### src/rtl/mem_stage_if.sv
// Handshake and payload signals between Execute, the M stage, Writeback, Decode and the data SRAM.
// The slave modport is the M stage's view; master is the surrounding pipeline.
interface mem_stage_if #(
  parameter int EM_W = 193,
  parameter int MW_W = 157
);
  logic            W_allowin;
  logic            M_allowin;
  logic            EM_valid;
  logic [EM_W-1:0] EM_BUS;
  logic            EM_mem_req;
  logic            flush;
  logic            data_sram_data_ok;
  logic [31:0]     data_sram_rdata;
  logic            MW_valid;
  logic [MW_W-1:0] MW_BUS;
  logic [37:0]     MD_for_BUS;

  modport slave (
    input  W_allowin, EM_valid, EM_BUS, EM_mem_req, flush,
           data_sram_data_ok, data_sram_rdata,
    output M_allowin, MW_valid, MW_BUS, MD_for_BUS
  );

  modport master (
    output W_allowin, EM_valid, EM_BUS, EM_mem_req, flush,
           data_sram_data_ok, data_sram_rdata,
    input  M_allowin, MW_valid, MW_BUS, MD_for_BUS
  );
endinterface

### src/rtl/mem_stage.sv
// Memory pipeline stage: holds one EM instruction, waits for its data-SRAM response,
// aligns/extends load data and hands the result to Writeback and the Decode bypass.
module mem_stage #(
  parameter int EM_W = 193,
  parameter int MW_W = 157
) (
  input  logic        clk,
  input  logic        rstn,
  mem_stage_if.slave  bus
);

  typedef struct packed {
    logic [31:0] pc;
    logic [31:0] rf_wdata;
    logic        gr_we;
    logic [4:0]  dest;
    logic [3:0]  res_from_mem;
    logic [31:0] mem_addr;
    logic        ex;
    logic [5:0]  ecode;
    logic        esubcode;
    logic [13:0] csr_addr;
    logic        csr_we;
    logic [31:0] csr_wmask;
    logic [31:0] csr_wdata;
  } em_bus_t;

  // DROP: a flushed request is still in flight; its response must be swallowed.
  typedef enum logic [1:0] {
    S_IDLE,
    S_WAIT,
    S_HOLD,
    S_DROP
  } state_t;

  em_bus_t         em_r;
  logic            m_valid;
  logic            req_m;
  state_t          state;
  logic [31:0]     rdata_buf;

  logic            data_ok;
  logic            ready_go;
  logic            m_allowin;
  logic            capture;
  logic            capture_req;
  logic [31:0]     rdata_src;
  logic [7:0]      byte_v;
  logic [15:0]     half_v;
  logic [31:0]     load_val;
  logic [31:0]     rf_wdata_m;
  logic [MW_W-1:0] mw_bus;

  assign data_ok     = bus.data_sram_data_ok;
  assign ready_go    = !req_m || (state == S_WAIT && data_ok) || (state == S_HOLD);
  assign m_allowin   = (state != S_DROP) && (!m_valid || (ready_go && bus.W_allowin));
  assign capture     = m_allowin && !bus.flush;
  assign capture_req = capture && bus.EM_valid && bus.EM_mem_req;
  assign rdata_src   = (state == S_HOLD) ? rdata_buf : bus.data_sram_rdata;

  // NOTE: every variable gets a default at the top of always_comb so no path leaves it
  // unassigned, which would otherwise infer a latch.
  always_comb begin
    byte_v   = rdata_src[7:0];
    half_v   = em_r.mem_addr[1] ? rdata_src[31:16] : rdata_src[15:0];
    load_val = rdata_src;
    case (em_r.mem_addr[1:0])
      2'd1:    byte_v = rdata_src[15:8];
      2'd2:    byte_v = rdata_src[23:16];
      2'd3:    byte_v = rdata_src[31:24];
      default: byte_v = rdata_src[7:0];
    endcase
    if (em_r.res_from_mem[3]) begin
      load_val = rdata_src;
    end else if (em_r.res_from_mem[1]) begin
      load_val = {{16{half_v[15] & ~em_r.res_from_mem[2]}}, half_v};
    end else begin
      load_val = {{24{byte_v[7] & ~em_r.res_from_mem[2]}}, byte_v};
    end
  end

  assign rf_wdata_m = (|em_r.res_from_mem) ? load_val : em_r.rf_wdata;

  assign mw_bus = {em_r.pc, rf_wdata_m, em_r.gr_we, em_r.dest, em_r.ex, em_r.ecode,
                   em_r.esubcode, em_r.csr_addr, em_r.csr_we, em_r.csr_wmask, em_r.csr_wdata};

  assign bus.M_allowin  = m_allowin;
  assign bus.MW_valid   = m_valid && ready_go && !bus.flush;
  assign bus.MW_BUS     = mw_bus;
  assign bus.MD_for_BUS = {m_valid && (|em_r.res_from_mem) && !ready_go,
                           em_r.dest & {5{m_valid && em_r.gr_we}},
                           rf_wdata_m};

  // NOTE: registers use non-blocking assignments so every flop samples pre-edge values.
  // NOTE: the read-data buffer is a single register, so it is reset along with the rest.
  always_ff @(posedge clk) begin
    if (!rstn) begin
      m_valid   <= 1'b0;
      em_r      <= '0;
      req_m     <= 1'b0;
      state     <= S_IDLE;
      rdata_buf <= '0;
    end else begin
      if (bus.flush) begin
        m_valid <= 1'b0;
      end else if (m_allowin) begin
        m_valid <= bus.EM_valid;
        req_m   <= bus.EM_valid && bus.EM_mem_req;
        if (bus.EM_valid) begin
          em_r <= em_bus_t'(bus.EM_BUS);
        end
      end

      // data_ok outside WAIT/DROP is a protocol error and is ignored.
      case (state)
        S_IDLE: begin
          if (capture_req) state <= S_WAIT;
        end
        S_WAIT: begin
          if (bus.flush) begin
            state <= data_ok ? S_IDLE : S_DROP;
          end else if (data_ok) begin
            if (bus.W_allowin) begin
              state <= capture_req ? S_WAIT : S_IDLE;
            end else begin
              rdata_buf <= bus.data_sram_rdata;
              state     <= S_HOLD;
            end
          end
        end
        S_HOLD: begin
          if (bus.flush) begin
            state <= S_IDLE;
          end else if (bus.W_allowin) begin
            state <= capture_req ? S_WAIT : S_IDLE;
          end
        end
        S_DROP: begin
          if (data_ok) state <= S_IDLE;
        end
        default: state <= S_IDLE;
      endcase
    end
  end

endmodule
### src/flat_wrapper.sv
// flat-port wrapper written by rule: the top's interface ports become plain ports
module mem_stage_flat 
#(
  parameter int EM_W = 193,
  parameter int MW_W = 157
)
  (clk, rstn, bus_W_allowin, bus_EM_valid, bus_EM_BUS, bus_EM_mem_req, bus_flush, bus_data_sram_data_ok, bus_data_sram_rdata, bus_M_allowin, bus_MW_valid, bus_MW_BUS, bus_MD_for_BUS);
  mem_stage_if #(.EM_W(EM_W), .MW_W(MW_W)) bus_i ();
  input  logic clk;
  input  logic rstn;
  input wire logic [$bits(bus_i.W_allowin)-1:0] bus_W_allowin;
  input wire logic [$bits(bus_i.EM_valid)-1:0] bus_EM_valid;
  input wire logic [$bits(bus_i.EM_BUS)-1:0] bus_EM_BUS;
  input wire logic [$bits(bus_i.EM_mem_req)-1:0] bus_EM_mem_req;
  input wire logic [$bits(bus_i.flush)-1:0] bus_flush;
  input wire logic [$bits(bus_i.data_sram_data_ok)-1:0] bus_data_sram_data_ok;
  input wire logic [$bits(bus_i.data_sram_rdata)-1:0] bus_data_sram_rdata;
  output wire logic [$bits(bus_i.M_allowin)-1:0] bus_M_allowin;
  output wire logic [$bits(bus_i.MW_valid)-1:0] bus_MW_valid;
  output wire logic [$bits(bus_i.MW_BUS)-1:0] bus_MW_BUS;
  output wire logic [$bits(bus_i.MD_for_BUS)-1:0] bus_MD_for_BUS;
  assign bus_i.W_allowin = bus_W_allowin;
  assign bus_i.EM_valid = bus_EM_valid;
  assign bus_i.EM_BUS = bus_EM_BUS;
  assign bus_i.EM_mem_req = bus_EM_mem_req;
  assign bus_i.flush = bus_flush;
  assign bus_i.data_sram_data_ok = bus_data_sram_data_ok;
  assign bus_i.data_sram_rdata = bus_data_sram_rdata;
  assign bus_M_allowin = bus_i.M_allowin;
  assign bus_MW_valid = bus_i.MW_valid;
  assign bus_MW_BUS = bus_i.MW_BUS;
  assign bus_MD_for_BUS = bus_i.MD_for_BUS;
  mem_stage #(.EM_W(EM_W), .MW_W(MW_W)) u_core (.clk(clk), .rstn(rstn), .bus(bus_i));
endmodule
### config.mk
export PLATFORM = sky130hd
export DESIGN_NAME = mem_stage_flat
export DESIGN_NICKNAME = d
export VERILOG_FILES = /design/src/rtl/mem_stage_if.sv /design/src/rtl/mem_stage.sv /design/src/flat_wrapper.sv
export SDC_FILE = /design/constraint.sdc
export NUM_CORES = 1
export LEC_CHECK = 0
export CELL_PAD_IN_SITES_DETAIL_PLACEMENT = 1
export CELL_PAD_IN_SITES_GLOBAL_PLACEMENT = 1
export CORE_ASPECT_RATIO = 1.25
export CORE_MARGIN = 2
export CORE_UTILIZATION = 27
export CTS_CLUSTER_SIZE = 25
export DETAILED_ROUTE_END_ITERATION = 7
export MAX_ROUTING_LAYER = met4
export PLACE_DENSITY = 0.85
export SLEW_MARGIN = 5
export SYNTH_ARGS = -nofsm -noshare
export SYNTH_HDL_FRONTEND = slang
export SYNTH_SLANG_ARGS = --single-unit
### constraint.sdc
create_clock -name clk -period 2.9 [get_ports clk]
set_clock_uncertainty 0.2 [all_clocks]
set_input_delay 0.58 -clock clk [delete_from_list [all_inputs] [get_ports clk]]
set_output_delay 0.58 -clock clk [all_outputs]
set_load 0.01 [all_outputs]
# Word-level counts from Yosys, hierarchy flattened
# Cells that the tools add are included.
# W data, S select, Z words.
dict set report totals {
  mem_bits_ro 0
  inputBits 232
  n_memories 0
  elab_cells 77
  latch_bits 0
  reg_bits 199
  ram_bits 0
}
dict set report classes {
  magnitude_cmp 0
  bitwise_logic 7
  n_addsub 0
  n_eq_ne 11
  n_div 0
  mux 16
  shift 0
  n_reduce_logical 26
  n_mul 0
}
# cell count
set op_table {}
lappend op_table {{$mux W32} 4}
lappend op_table {{$pmux W8 S3} 1}
lappend op_table {{$mux W16} 1}
lappend op_table {{$mux W2} 8}
lappend op_table {{$logic_and A1 B1 Y1} 12}
lappend op_table {{$eq A2 B2 Y1 const B} 4}
lappend op_table {{$pmux W2 S4} 1}
lappend op_table {{$reduce_and A4 Y1} 2}
lappend op_table {{$ne A3 B3 Y1 const B} 2}
lappend op_table {{$and A5 B5 Y5} 1}
lappend op_table {{$eq A2 B1 Y1 const B} 2}
lappend op_table {{$logic_not A1 Y1} 4}
lappend op_table {{$ne A2 B2 Y1 const B} 2}
lappend op_table {{$not A1 Y1} 4}
lappend op_table {{$reduce_or A4 Y1} 1}
lappend op_table {{$logic_or A1 B1 Y1} 3}
lappend op_table {{$reduce_and A3 Y1} 1}
lappend op_table {{$and A1 B1 Y1} 2}
lappend op_table {{$logic_not A2 Y1} 1}
lappend op_table {{$ne A2 B1 Y1 const B} 1}
lappend op_table {{$reduce_and A2 Y1} 1}
lappend op_table {{$reduce_or A2 Y1} 1}
lappend op_table {{$mux W1} 1}

# Longest topological paths before layout
# Gate-level depths: netlist of the first run.
dict set report logic_depth {
  depth_word 15
  ltp_mapped 9
  depth_no_buf 5
}

# Least setup slack after synthesis of the first run
# Ideal clock, no wire load.
dict set report synth_timing {
  path_kind {reg2out}
  startpoint {reg u_core.state[0]}
  endpoint {out bus_MW_BUS[116]}
  arrival_ns 2.210
  n_path_buf 4
  slack_ns -0.090
  path_stages_with_launch 10
  path_cell_list {dfxtp_1 buf_4 nand2b_4 buf_6 mux2_1 mux4_2 nor4b_4 buf_6 a221o_1 buf_4}
}
dict set report synth_via {
  elab_chain_len 7
  word_cells_on_any_way 9
}
# item line
set synth_lines {}
lappend synth_lines {{start, declared} mem_stage.sv:39} ;# state_t state;
lappend synth_lines {{start signal, assigned} mem_stage.sv:121} ;# state <= data_ok ? S_IDLE : S_DROP;
lappend synth_lines {{start signal, assigned} mem_stage.sv:124} ;# state <= capture_req ? S_WAIT : S_IDLE;
lappend synth_lines {{start signal, assigned} mem_stage.sv:135} ;# state <= capture_req ? S_WAIT : S_IDLE;
lappend synth_lines {{$eq A2 B2 Y1 *} mem_stage.sv:59} ;# assign rdata_src = (state == S_HOLD) ? rdata_buf : bus.data_sram_rdata;
lappend synth_lines {{$mux W32 *} mem_stage.sv:59}
lappend synth_lines {{$pmux W8 S3 / $mux W16 (equally long branches)} {mem_stage.sv:67, mem_stage.sv:65}}
lappend synth_lines {{$and A1 B1 Y1 (on tied branches)} {mem_stage.sv:78, mem_stage.sv:76}}
lappend synth_lines {{$mux W32} mem_stage.sv:75} ;# end else if (em_r.res_from_mem[1]) begin
lappend synth_lines {{$mux W32 *} mem_stage.sv:73} ;# if (em_r.res_from_mem[3]) begin
lappend synth_lines {{$mux W32 *} mem_stage.sv:82} ;# assign rf_wdata_m = (|em_r.res_from_mem) ? load_val : em_r.rf_wdata;
lappend synth_lines {{end, declared} flat_wrapper.sv:20} ;# output wire logic [$bits(bus_i.MW_BUS)-1:0] bus_MW_BUS;
# Mark *: on every way between the ends. The rest lies on a longest branch, timed or not.

# Final worst setup path of the first run
dict set report layout_timing {
  startpoint {in bus_data_sram_rdata[23]}
  endpoint {out bus_MW_BUS[118]}
}
dict set report layout_via {
  elab_chain_len 6
}
# item line
set layout_lines {}
lappend layout_lines {{start, declared} flat_wrapper.sv:17} ;# input wire logic [$bits(bus_i.data_sram_rdata)-1:0] bus_data_sram_rdata;
lappend layout_lines {{$mux W32} mem_stage.sv:59}
lappend layout_lines {{$pmux W8 S3} mem_stage.sv:67} ;# case (em_r.mem_addr[1:0])
lappend layout_lines {{$and A1 B1 Y1} mem_stage.sv:78} ;# load_val = {{24{byte_v[7] & ~em_r.res_from_mem[2]}}, byte_v};
lappend layout_lines {{$mux W32} mem_stage.sv:75}
lappend layout_lines {{$mux W32} mem_stage.sv:73}
lappend layout_lines {{$mux W32} mem_stage.sv:82}
# No other way between the ends.

==> flow_summary.yaml, run 1 <==
synth:
  synth.area.top_cells: "dfxtp_1 40%, nand2_1 15%, a21boi_0 13%"
  syn_inst: 1214
  synth-main-ff-cell: "dfxtp_1"
  yosys_warnings: 0
  ys_seq_area_frac: 0.404
  synth_fp_nets: 1446
  synth.largest_area_cell: "dfxtp_1"
  synth_top_area_frac: 0.404
  synth_cell_types: 48
  ys_seq_elements: 199
  synth-async-reset-ratio: 0
  syn-cell-area_sq_um: 9850
  synth_edf_count: 0
  synth_common_cells: "404 x nand2_1, 199 x dfxtp_1, 168 x a21boi_0"
  yosys.cell_count.top_type: "nand2_1"
  syn_area_per_cell_sq_um: 8.12
timing:
  slew_headroom: 0.712
  rsz0062_at_grt: "true"
  fin_ws_ns: -0.560
  period_share: 1.19
  tightestPinTransition_ns: 0.431
  fmax_mhz: 289
  hold_viol_final: 0
  setup_violations: 64
  tns_ns: -28.98
  maxSlewViolCount: 0
  fin_crit_ns: 3.46
final_layout:
  utilization: 0.414
  drive_gt1_frac: 0.193
  seq_area_sq_um: 3990
  design_area_sq_um: 14900
  n_fill_cell: 4255
  final_net_count: 1746
  syn_to_final_growth_pct: 51.6
  multi_input_area_sq_um: 4850
global_routing:
  grt_pass1_wl_um: 60100
  grt_max_degree: 98
  gr-total-overflow: 0
  antenna_found_initial: 6
  grt_pass1_vias: 10300
  grt_use_total: 0.213
run:
  maxCapViolations: 0
route:
  wl_met3_um: 2250
  top_layer: "met4"
  first_pass_iters: 5
  wl_met2_um: 20900
  met1_length_um: 15700
  post-route-drc-count: 0
  wirelength_um: 40900
  via_count: 9533
  viasPerCell: 4.74
  drtIter0Drc: 485
  antenna_left: 0
  wl_per_cell_um: 20.3
status:
  violations: "negative setup slack"
  outcome: "complete, but fails checks"
pwr:
  peakVddDrop_uv: 288
  power.density_nw_per_um2: 467
  leakage_nw: 5.70
setup_path:
  critPathMaxFanout: 13
  end_kind: "output port"
  slowest_delay_ns: 0.50
  rr_startpoint: "u_core.state[0]"
  path_cells: "clkdlybuf4s50_1 -> mux2_4 -> mux4_2 -> nor4b_4 -> buf_12 -> buf_6 -> a211o_1 -> buf_2"
  crit_slowest_cell: "mux4_2"
  cp-start-kind: "input pin"
  arrival_ns: 2.68
  cp.required_ns: 2.12
  crit_type: "input pin to output port"
  crit_path_start: "bus_data_sram_rdata[23]"
floorplan:
  die_w_um: 175
  fp.coreArea_sq_um: 36100
  dieHeight_um: 218
  initial_core_util: 0.273
  rows: 78
  ios: 429
  die-area_sq_um: 38000
clock_tree:
  cts.sinks: 199
  clock_path_buffers: 2
  root_buffer: "clkbuf_16"
  clkLatencyLatePin_ns: 0.44
  cts_buffers: 17
  cts_tree: "done"
  cts.htree.levels: 4
  clk_pin_slew_ns: 0.07
place:
  port_buffers: 398
  place_congestion: 0.879
  placed_area_sq_um: 13800
  dp_hpwl_um: 29100
  dp_slack_ns: -1.32
min_path:
  hold_path_class: "register to register"
  hold_path_startpoint: "u_core.bus.MW_BUS[60]"
-- metrics by stage --
stage,hold WS (ns),power [mW],cells
2_1_floorplan,0.235,3.69,1214
3_3_place_gp,0.240,4.47,1944
3_5_place_dp,0.248,4.50,1944
4_1_cts,0.258,7.00,1995
5_1_grt,0.275,7.27,2013
6_report,0.254,6.98,2013
-- final timing paths --
path                            slack (ns)                     to  depth (start not counted)
worst min-delay path                  0.25  u_core.bus.MW_BUS[60]                          2
worst max register to register        0.32       u_core.em_r[133]                         11
worst max-delay path                 -0.56        bus_MW_BUS[118]                          8
worst min register to register        0.25  u_core.bus.MW_BUS[60]                          2
-- cells by family after synthesis --
group                  synth area share
flip-flops                        0.404
AO/OA/AOI/OAI                     0.201
AND/OR/NAND/NOR                   0.188
buffers and inverters             0.158
multiplexers                     0.0489
-- power by group --
part	internal (mW)	switching (mW)	total, mW
Combinational	0.820	0.751	1.57
Sequential	2.84	0.0683	2.91
Clock	1.37	1.13	2.50
Total	5.04	1.95	6.98
-- metal layers --
layer	vias up	track usage
met1	4619	0.225
met3	105	0.0520
li1	4440	-
met5	-	-
met4	0	0.118
met2	369	0.365
-- layout make-up --
type | instances | share of cell area
multi-input cells | 767 | 0.325
repair buffers | 521 | 0.325
diodes | 6 | 0.00101
clock buffers | 23 | 0.0327
clock inverters | 9 | 0.00762
well taps | 480 | 0.0402
inverters | 8 | 0.00201
flip-flops and latches | 199 | 0.267
-- registers in the layout, summed over array words and instances (netlist names) --
name / cells
u_core.bus.MW_BUS: 125
u_core.em_r: 38
u_core.rdata_buf: 32
u_core.state: 2
u_core.m_valid: 1
u_core.req_m: 1
-- cell usage in the layout (no fill, tap or decap), types with 4 or more instances in the layout --
| cell | count |
|---|---|
| diode_2 | 6 |
| buf_6 | 14 |
| a221oi_2 | 5 |
| a21boi_1 | 29 |
| mux2i_4 | 16 |
| clkdlybuf4s50_1 | 329 |
| clkbuf_8 | 4 |
| buf_12 | 15 |
| inv_1 | 7 |
| buf_4 | 97 |
| mux2_4 | 9 |
| a21boi_0 | 168 |
| mux2i_2 | 6 |
| and3_1 | 5 |
| clkbuf_16 | 17 |
| a221o_1 | 12 |
| nor2b_1 | 4 |
| nand2_1 | 404 |
| nor2_1 | 31 |
| a211o_1 | 6 |
| mux2i_1 | 7 |
| a221oi_4 | 8 |
| a21oi_2 | 4 |
| o21ai_0 | 5 |
| buf_2 | 60 |
| dfxtp_1 | 197 |
-- what timing repair did --
item | 4_1_cts | 5_1_grt
hold endpoints to repair | 0 | 0
setup endpoints to repair | 67 | 65
setup buffers | 18 | 14
resized for setup | 341 | 37
pin swaps | 10 | 15
hold buffers | 0 | 0
gates cloned | 2 | 0
-- critical path, delay by kind of cell --
family / cells / cell delay (ns)
muxes: 2 / 0.80
AOI/OAI and AO/OA: 1 / 0.23
buffers and inverters: 4 / 0.90
and+or+nand+nor: 1 / 0.16
Power figures use the tool's default switching activity.
==> inputs of run 2 (changes only) <==
--- a/config.mk
+++ b/config.mk
@@ -5,6 +5,7 @@
 export SDC_FILE = /design/constraint.sdc
 export NUM_CORES = 1
 export LEC_CHECK = 0
+export CAP_MARGIN = 20
 export CELL_PAD_IN_SITES_DETAIL_PLACEMENT = 1
 export CELL_PAD_IN_SITES_GLOBAL_PLACEMENT = 1
 export CORE_ASPECT_RATIO = 1.25
==> results of run 2 <==
The final DEF is identical to that of run 1; final timing and power are the same.
